--- src/rtl/zip_skidfifo.sv ---
// Multi-entry elastic buffer for valid/ready streams with an optional registered output stage.
// Define ZIP_SKIDFIFO_FLUSH_EN to add the synchronous i_flush input.
module zip_skidfifo #(
  parameter int DW           = 8,
  parameter int DEPTH        = 4,
  parameter int OPT_OUTREG   = 1,
  parameter int OPT_LOWPOWER = 0,
  parameter int AFULL_THRESH = DEPTH - 1
) (
  input  logic                     i_clk,
  input  logic                     i_reset_n,
`ifdef ZIP_SKIDFIFO_FLUSH_EN
  input  logic                     i_flush,
`endif
  input  logic                     i_valid,
  output logic                     o_ready,
  input  logic [DW-1:0]            i_data,
  output logic                     o_valid,
  input  logic                     i_ready,
  output logic [DW-1:0]            o_data,
  output logic [$clog2(DEPTH):0]   o_count,
  output logic                     o_almost_full
);

  localparam int LGDEPTH = $clog2(DEPTH);
  localparam int CAP     = DEPTH + ((OPT_OUTREG != 0) ? 1 : 0);
  localparam logic [LGDEPTH:0] CAP_W   = CAP[LGDEPTH:0];
  localparam logic [LGDEPTH:0] AFULL_W = AFULL_THRESH[LGDEPTH:0];
  localparam logic [LGDEPTH:0] ONE     = {{LGDEPTH{1'b0}}, 1'b1};

  logic [DW-1:0]    mem [DEPTH];
  logic [LGDEPTH:0] rd_ptr, wr_ptr, count_nxt;
  logic             ready_r, flush, push, pop;
  logic             store_empty, store_full, store_wr, store_rd;

`ifdef ZIP_SKIDFIFO_FLUSH_EN
  assign flush = i_flush;
`else
  assign flush = 1'b0;
`endif

  // Flush masks o_ready immediately; the registered part never sees i_ready.
  assign o_ready     = ready_r && !flush;
  assign push        = i_valid && o_ready;
  assign pop         = o_valid && i_ready;
  assign store_empty = (rd_ptr == wr_ptr);
  assign store_full  = (rd_ptr[LGDEPTH] != wr_ptr[LGDEPTH]) &&
                       (rd_ptr[LGDEPTH-1:0] == wr_ptr[LGDEPTH-1:0]);

  always_comb begin
    count_nxt = o_count;
    if (push && !pop)
      count_nxt = o_count + ONE;
    else if (pop && !push)
      count_nxt = o_count - ONE;
  end

  generate
    if (OPT_OUTREG != 0) begin : g_outreg
      logic          out_valid;
      logic [DW-1:0] out_data;
      logic          load;

      assign load     = !out_valid || i_ready;
      assign store_rd = load && !store_empty;
      // An empty store with a free output stage lets the push bypass the store.
      assign store_wr = push && !(load && store_empty) && !store_full;

      always_ff @(posedge i_clk or negedge i_reset_n) begin
        if (!i_reset_n) begin
          out_valid <= 1'b0;
          out_data  <= '0;
        end else if (flush) begin
          out_valid <= 1'b0;
          if (OPT_LOWPOWER != 0)
            out_data <= '0;
        end else if (load) begin
          if (!store_empty) begin
            out_valid <= 1'b1;
            out_data  <= mem[rd_ptr[LGDEPTH-1:0]];
          end else if (push) begin
            out_valid <= 1'b1;
            out_data  <= i_data;
          end else begin
            out_valid <= 1'b0;
            if (OPT_LOWPOWER != 0)
              out_data <= '0;
          end
        end
      end

      assign o_valid = out_valid;
      assign o_data  = out_data;
    end else begin : g_fallthru
      assign store_rd = pop && !store_empty;
      assign store_wr = push && !(pop && store_empty) && !store_full;
      assign o_valid  = !store_empty || push;
      // Data path is combinational here, so reset and low-power zeroing are gated on o_valid.
      assign o_data   = (!o_valid && ((OPT_LOWPOWER != 0) || !i_reset_n)) ? '0 :
                        (store_empty ? i_data : mem[rd_ptr[LGDEPTH-1:0]]);
    end
  endgenerate

  // Store write port: data only, not reset.
  always_ff @(posedge i_clk) begin
    if (store_wr)
      mem[wr_ptr[LGDEPTH-1:0]] <= i_data;
  end

  // Pointers, occupancy and registered flow-control flags.
  always_ff @(posedge i_clk or negedge i_reset_n) begin
    if (!i_reset_n) begin
      rd_ptr        <= '0;
      wr_ptr        <= '0;
      o_count       <= '0;
      ready_r       <= 1'b0;
      o_almost_full <= 1'b0;
    end else if (flush) begin
      rd_ptr        <= '0;
      wr_ptr        <= '0;
      o_count       <= '0;
      ready_r       <= 1'b1;
      o_almost_full <= 1'b0;
    end else begin
      rd_ptr        <= rd_ptr + (store_rd ? ONE : '0);
      wr_ptr        <= wr_ptr + (store_wr ? ONE : '0);
      o_count       <= count_nxt;
      ready_r       <= (count_nxt < CAP_W);
      o_almost_full <= (count_nxt >= AFULL_W);
    end
  end

endmodule

--- config.mk ---
export PLATFORM = sky130hd
export DESIGN_NAME = zip_skidfifo
export DESIGN_NICKNAME = d
export VERILOG_FILES = /design/src/rtl/zip_skidfifo.sv
export SDC_FILE = /design/constraint.sdc
export NUM_CORES = 1
export LEC_CHECK = 0
export CORE_ASPECT_RATIO = 1.5
export CORE_UTILIZATION = 56
export DETAILED_ROUTE_END_ITERATION = 8
export GPL_ROUTABILITY_DRIVEN = 0
export PLACE_DENSITY = 0.89
export SETUP_SLACK_MARGIN = 0.15
export SKIP_CTS_REPAIR_TIMING = 1
export SYNTH_ARGS = -nofsm -noshare
export SYNTH_HDL_FRONTEND = slang
export SYNTH_SLANG_ARGS = --single-unit
--- constraint.sdc ---
create_clock -name i_clk -period 5.97 [get_ports i_clk]
set_input_delay 1.194 -clock i_clk [delete_from_list [all_inputs] [get_ports i_clk]]
set_output_delay 1.194 -clock i_clk [all_outputs]
set_load 0.1 [all_outputs]
==> results of run 1 <==
## state kept, by name, summed over array words and instances, names as in the netlist
name	flops
o_valid	1
o_almost_full	1
wr_ptr	3
o_ready	1
rd_ptr	3
o_count	3
o_data	8
mem	32
## worst paths after layout
check | depth (start not counted) | endpoint | slack (ns) | startpoint
setup reg to reg | 3 | mem[1][0]$_DFFE_PP_ | 3.39 | o_valid$_DFFE_PN0N_
min in group asynchronous | 1 | o_data[7]$_DFFE_PN0P_ | 1.39 | i_reset_n
hold / removal | 1 | rd_ptr[2]$_DFF_PN0_ | 0.50 | rd_ptr[2]$_DFF_PN0_
max in group asynchronous | 1 | rd_ptr[1]$_DFF_PN0_ | 4.02 | i_reset_n
hold reg to reg | 1 | rd_ptr[2]$_DFF_PN0_ | 0.50 | rd_ptr[2]$_DFF_PN0_
setup / recovery | 4 | mem[1][0]$_DFFE_PP_ | 2.36 | i_ready
## metal layers
| layer | track usage, % | vias up |
|---|---|---|
| met4 | 13.7 | 0 |
| li1 | - | 568 |
| met3 | 5.17 | 13 |
| met5 | 0 | - |
| met2 | 40.3 | 42 |
| met1 | 25.9 | 662 |
## Yosys cell counts, types with 2 or more instances
library cell | instances | area [um^2]
sky130_fd_sc_hd__o22ai_2 | 8 | 100
sky130_fd_sc_hd__a21oi_1 | 2 | 10.0
sky130_fd_sc_hd__xor2_1 | 5 | 43.8
sky130_fd_sc_hd__xnor2_1 | 2 | 17.5
sky130_fd_sc_hd__nor3_1 | 2 | 10.0
sky130_fd_sc_hd__mux4_2 | 8 | 180
sky130_fd_sc_hd__a2bb2oi_1 | 8 | 70.1
sky130_fd_sc_hd__and2_1 | 3 | 18.8
sky130_fd_sc_hd__and3_1 | 2 | 12.5
sky130_fd_sc_hd__nand3_1 | 2 | 10.0
sky130_fd_sc_hd__buf_4 | 2 | 15.0
sky130_fd_sc_hd__edfxtp_1 | 32 | 961
sky130_fd_sc_hd__inv_1 | 3 | 11.3
sky130_fd_sc_hd__nor2_1 | 4 | 15.0
sky130_fd_sc_hd__ha_1 | 6 | 75.1
sky130_fd_sc_hd__dfrtp_1 | 20 | 500
sky130_fd_sc_hd__nand2_1 | 3 | 11.3
sky130_fd_sc_hd__o21ai_0 | 2 | 10.0
## final cells by class
| class | count | area (um^2) | area share [%] |
|---|---|---|---|
| inverters | 3 | 11.3 | 0.436 |
| repair buffers | 27 | 265 | 10.3 |
| flip-flops and latches | 52 | 1460 | 56.6 |
| well taps | 43 | 53.8 | 2.08 |
| clock inverters | 3 | 27.5 | 1.07 |
| clock buffers | 5 | 68.8 | 2.67 |
| multi-input cells | 71 | 693 | 26.9 |
## through the flow
step | setup slack [ns] | instances | hold WS, ns | cell area (um^2) | utilization [%]
global placement | 2.28 | 196 | 0.475 | 2480 | 66.9
global route | 2.26 | 204 | 0.527 | 2580 | 69.5
CTS | 2.38 | 204 | 0.497 | 2580 | 69.5
detailed placement | 2.05 | 196 | 0.480 | 2480 | 66.9
floorplan | 2.99 | 132 | 0.460 | 2200 | -
finish | 2.36 | 204 | 0.498 | 2580 | 69.5
## cells by family after synthesis
family,after synthesis
simple gates,22
flops,52
xor+xnor,7
fa+ha+maj,7
compound gates,27
mux,8
buf+inv,9
==> impl_summary.md, run 1 <==
Setup path
In this design, the stage delay of the slowest critical-path cell is 1.07 ns. STA classifies the critical path endpoint as a register. The worst endpoint data arrival time is 3.53 ns. The critical path is of the in2reg type. The worst setup path is launched from a primary input. Among all stages on the critical path, the largest delay is contributed by sky130_fd_sc_hd__a311oi_1.

Walking the worst path, the cells encountered are clkdlybuf4s50_1 > nand2b_1 > or2_2 > a311oi_1. The highest fanout seen on the critical path is 11. The data required time of the critical path is 5.89 ns. The cell type group with the largest total delay on the critical path is compound AO/OA/AOI/OAI gates.

The number of buffers and inverters on the critical path is 1.

Layout
The area growth from synthesis to layout is 17.1%. The final layout contains 178 nets. Fill cells in the final layout number 251.

The library cell used most frequently in the layout, excluding fill and tap cells, is sky130_fd_sc_hd__edfxtp_1. The number of antenna diodes in the final layout is 0. The post-route netlist has 18.0% of its cells at a drive strength greater than 1.

Leaving out fill and tap cells, the most frequent cells in the layout are sky130_fd_sc_hd__edfxtp_1, sky130_fd_sc_hd__clkdlybuf4s50_1, sky130_fd_sc_hd__dfrtp_1.

Synth
The post-synthesis share of cell area spent on and, or, nand and nor gates is 5.45%. By area, the combinational part of the netlist is dominated by compound AO/OA/AOI/OAI gates. The cell count after synthesis is 132.

In the synthesized netlist, mux cells make up 8.17% of the area. Summing the areas of all compound-gate instances in the mapped netlist gives 11.2% of the synthesized area. The post-synthesis instance area is 2200 um^2.

For this run, the leading register cell type out of synthesis is sky130_fd_sc_hd__edfxtp_1. The unique cell type count in the Yosys netlist is 36. A synthesized cell averages 16.7 um^2. The proportion of register bits with asynchronous set or reset after synthesis is 38.5%.

During synthesis, Yosys emitted a total of 0 warnings. The net count after synthesis is 150. The flop and latch count out of synthesis is 52. The post-synthesis adder-cell area fraction is 3.86%. The share of synthesized area occupied by flip-flops and latches is 66.3%. The xor and xnor fraction of the mapped netlist area is 2.78%. Counting flops with a built-in enable in the synthesized netlist gives 32.

Global route
The initial antenna violation count is 0. The remaining global-route overflow is 0. The maximum number of pins on one net before global-route repair is 21.

The global-route wire length before repair is 6750 um. Global routing consumed, over all layers together, 23.6% of the routing resources. The via count of the first global-routing pass is 1405.

Run status
The run finished with clean final reports.

Clocking
The clock latency at the later pin of the worst-skew pair is 0.31 ns. TritonCTS built the clock tree. In this run the clock root is driven by a sky130_fd_sc_hd__clkbuf_8. The clock slew seen by the registers of the worst setup and hold paths is 0.10 ns.

Counting along the longest clock path gives a buffer depth of 2. The total number of H-tree levels is 2. The number of sinks driven by the clock tree is 52. Clock tree synthesis inserted a total of 5 buffers.

Placed design
The HPWL after detailed placement is 3010 um. Input and output buffers added on the ports amount to 25.

Route
The highest metal layer carrying signal wires in the routed design is met4. For this block, the initial DRC count from the detailed router was 37. The routed wire length per instance is 21.1 um.

The detail route stage leaves a number of antenna-violating nets equal to 0. The overall via count from detail_route is 1285. After detailed routing, the number of remaining DRC violations is 0. The pre-antenna-repair detailed-routing pass consisted of 4 iterations. Summed over all nets, wire length on met3 after detailed routing comes to 151 um. The routed length on met2 is 2310 um. Summed over all layers, the routed wires come to 4300 um. The number of vias per cell is 6.30. The met1 wire length is 1690 um.

Floorplanning
26 I/O pins were placed. The horizontal extent of the die is 53.2 um. The floorplan die height is 78.8 um. The initial utilization of the core area, before any placement, comes to 59.3%. The die area is 4200 um^2. In this run the core area contains 27 standard-cell rows. The core area is 3720 um^2.

STA
The max-slew headroom at the worst pin is 9.97%. The final worst-path cycle share is 60.5%. Setup repair after global routing left no endpoint under its margin.

The hold violation total from the final report is 0. Timing would allow up to 277 MHz. The time the final worst path needs with I/O delays and setup is 3.61 ns. The final setup TNS is 0 ns. The maximum clock skew at final layout is 0.00766 ns. The worst-margin pin slew is 1.34 ns. The count of endpoints failing setup in the final report is 0. The final number of max-transition violations was 0.

Flow run
The tool flagged a number of max-cap violations equal to 0.

Min path
The min-delay analysis places its worst path in the category reg2reg.
Power of run 1 is not shown: default switching activity piles up to over one toggle a cycle in this logic, so the estimate is an artifact.
==> run 2, diff against run 1 <==
- CORE_UTILIZATION: 56 -> 55
- PLACE_DENSITY: 0.89 -> 0.88
- clock period: 5.97 -> 3.55 ns (I/O delays scaled with it)
==> run 2 against run 1 <==
- sequential share of layout area is 0.25 points lower
- count of clock-buffer cells in the layout is 1 higher
- first-iteration DRC count is 2.7% higher
- cell count is 0.98% higher
- via count is 0.47% higher
- non-clock buffer count is 2 higher
- critical path type is now reg2out
==> impl_summary.md, run 2 (synthesized netlist as in run 1, its figures left out) <==
Floorplanning
The core area is 3750 um^2. Once the floorplan was initialized, standard cells occupied 58.8% of the core. The floorplan die height is 79.5 um. The horizontal extent of the die is 53.7 um. The die covers 4270 um^2. The floorplan row count is 27.

In this run the count of I/O pins placed on the die edge is 26.

Clocking
The maximum buffer depth of the clock tree is 2. For the worst-skew pair, the clock arrives at the later sink with an insertion delay of 0.30 ns. The number of sinks driven by the clock tree is 52.

The total number of H-tree levels is 2. The TritonCTS clock tree is done. The CTS buffer count is 5. The root buffer selected by CTS is sky130_fd_sc_hd__clkbuf_8. The clock slew seen by the registers of the worst setup and hold paths is 0.08 ns.

Route
The overall via count from detail_route is 1291. The routed wire length per instance is 19.8 um. The number of vias per cell is 6.27. The routed design has 4080 um of wire. The number of search-and-repair iterations in the first detailed-routing pass is 5. In this run, the number of DRC markers left after iteration 0 of detailed routing was 38. The remaining design rule violation count is 0. The count of nets left with antenna violations once routing finished came out at 0.

Setup path
The critical path goes through clkdlybuf4s50_1. The highest fanout seen on the critical path is 4. The category of the worst setup path launch point is a register.

The worst setup path is of the reg2out kind. The highest cell delay on the worst timing path is 1.16 ns. Data on the critical path is required at its endpoint by 2.84 ns.

For the worst setup path, the data arrival time is 1.88 ns. The buffering stage count on the worst path with inverters included is 1. The cell type group with the largest total delay on the critical path is buffers and inverters.

The sort of element at the end of the critical path is an output pin. The cell with the biggest individual delay on the critical path is sky130_fd_sc_hd__clkdlybuf4s50_1.

Global route
Entering global routing, the biggest net connects 21 pins. The initial antenna violation count is 0. After global routing the overflow that remains totals 0.

In the global route stage, overall resource usage came out at 22.5%. The via count of the first global-routing pass is 1371. The first global-routing pass estimated 6500 um of wire.

STA
Counting I/O delays and the setup requirement, the final critical path takes 2.59 ns. The final number of max-transition violations was 0. The final worst-path cycle share is 72.8%. On the final layout, the worst clock skew is 0.00840 ns. Headroom to the max-slew limit came out at 33.3%. Summed over all failing endpoints, the final setup total negative slack is 0 ns. Setup violations remaining at the end of the flow were counted as 0. The worst-margin pin slew is 0.998 ns. Setup repair after global routing left no endpoint under its margin. Across all setup checks in the final design, the least slack found is 0.964 ns.

Derived from the worst setup path, the maximum achievable clock frequency is 387 MHz. The hold violation total from the final report is 0.

Layout
The final design utilization is 69.1%. The library cells used most frequently in the layout, excluding fill and tap cells, are sky130_fd_sc_hd__edfxtp_1, sky130_fd_sc_hd__clkdlybuf4s50_1, sky130_fd_sc_hd__dfrtp_1. The number of nets in the layout is 180. The flip-flop count of the largest register after layout is 32. The most common cell after layout, fill and taps aside is sky130_fd_sc_hd__edfxtp_1.

Cells with a size suffix above 1 make up 19.0% of the layout. The number of diodes added for antenna fixing is 0. Fill cells in the final layout number 257. The area growth from synthesis to layout is 17.6%.

Run status
The flow ran to the end, and the final reports show no timing, DRC or antenna violations.

Min path
The type of the tightest min-delay check is reg2reg.

Placed design
The worst slack at placement is 0.818 ns. The HPWL after detailed placement is 2890 um. In this run the tool buffered the top-level ports with 25 buffer cells.

Flow run
Max-cap violations in this run came to 0.
run 2: cell count changes in the layout (fill, tap and decap cells not counted):
cell	change
sky130_fd_sc_hd__buf_4	+2
sky130_fd_sc_hd__inv_8	-1
sky130_fd_sc_hd__clkinvlp_4	-1
sky130_fd_sc_hd__clkbuf_8	+1
sky130_fd_sc_hd__clkinv_2	+2
sky130_fd_sc_hd__clkinv_4	-1
run 2: layout make-up:
class                           instances  area, um^2  share of cell area, %
Clock inverter                          2        10.0                  0.386
Tap cell                               43        53.8                   2.08
Timing Repair Buffer                   29         280                   10.8
Multi-Input combinational cell         71         693                   26.7
Sequential cell                        52        1460                   56.4
Clock buffer                            6        82.6                   3.19
Inverter                                3        11.3                  0.434
run 2: routing by layer:
layer | wire, um | GRT usage, % | vias to the layer above
li1 | - | - | 574
met1 | 1540 | 24.8 | 658
met2 | 2260 | 39.5 | 51
met3 | 218 | 5.71 | 8
met4 | 64 | 8.68 | 0
met5 | 0 | 0 | -
run 2: worst paths after layout:
path	to	slack [ns]	start	cells after the start
setup / recovery	o_count[0]	0.96	o_count[0]$_DFF_PN0_	1
setup reg to reg	rd_ptr[2]$_DFF_PN0_	1.40	rd_ptr[0]$_DFF_PN0_	6
max in group asynchronous	rd_ptr[1]$_DFF_PN0_	2.05	i_reset_n	1
hold / removal	rd_ptr[2]$_DFF_PN0_	0.49	rd_ptr[2]$_DFF_PN0_	1
min in group asynchronous	o_valid$_DFFE_PN0N_	0.93	i_reset_n	1
hold reg to reg	rd_ptr[2]$_DFF_PN0_	0.49	rd_ptr[2]$_DFF_PN0_	1
run 2: metrics by stage:
step                hold slack (ns)  cells  cell area, um^2
global route                  0.504    206             2590
finish                        0.494    206             2590
global placement              0.478    198             2500
CTS                           0.493    206             2590
floorplan                     0.414    132             2200
detailed placement            0.478    198             2500
Power of run 2 is left out for the same reason.
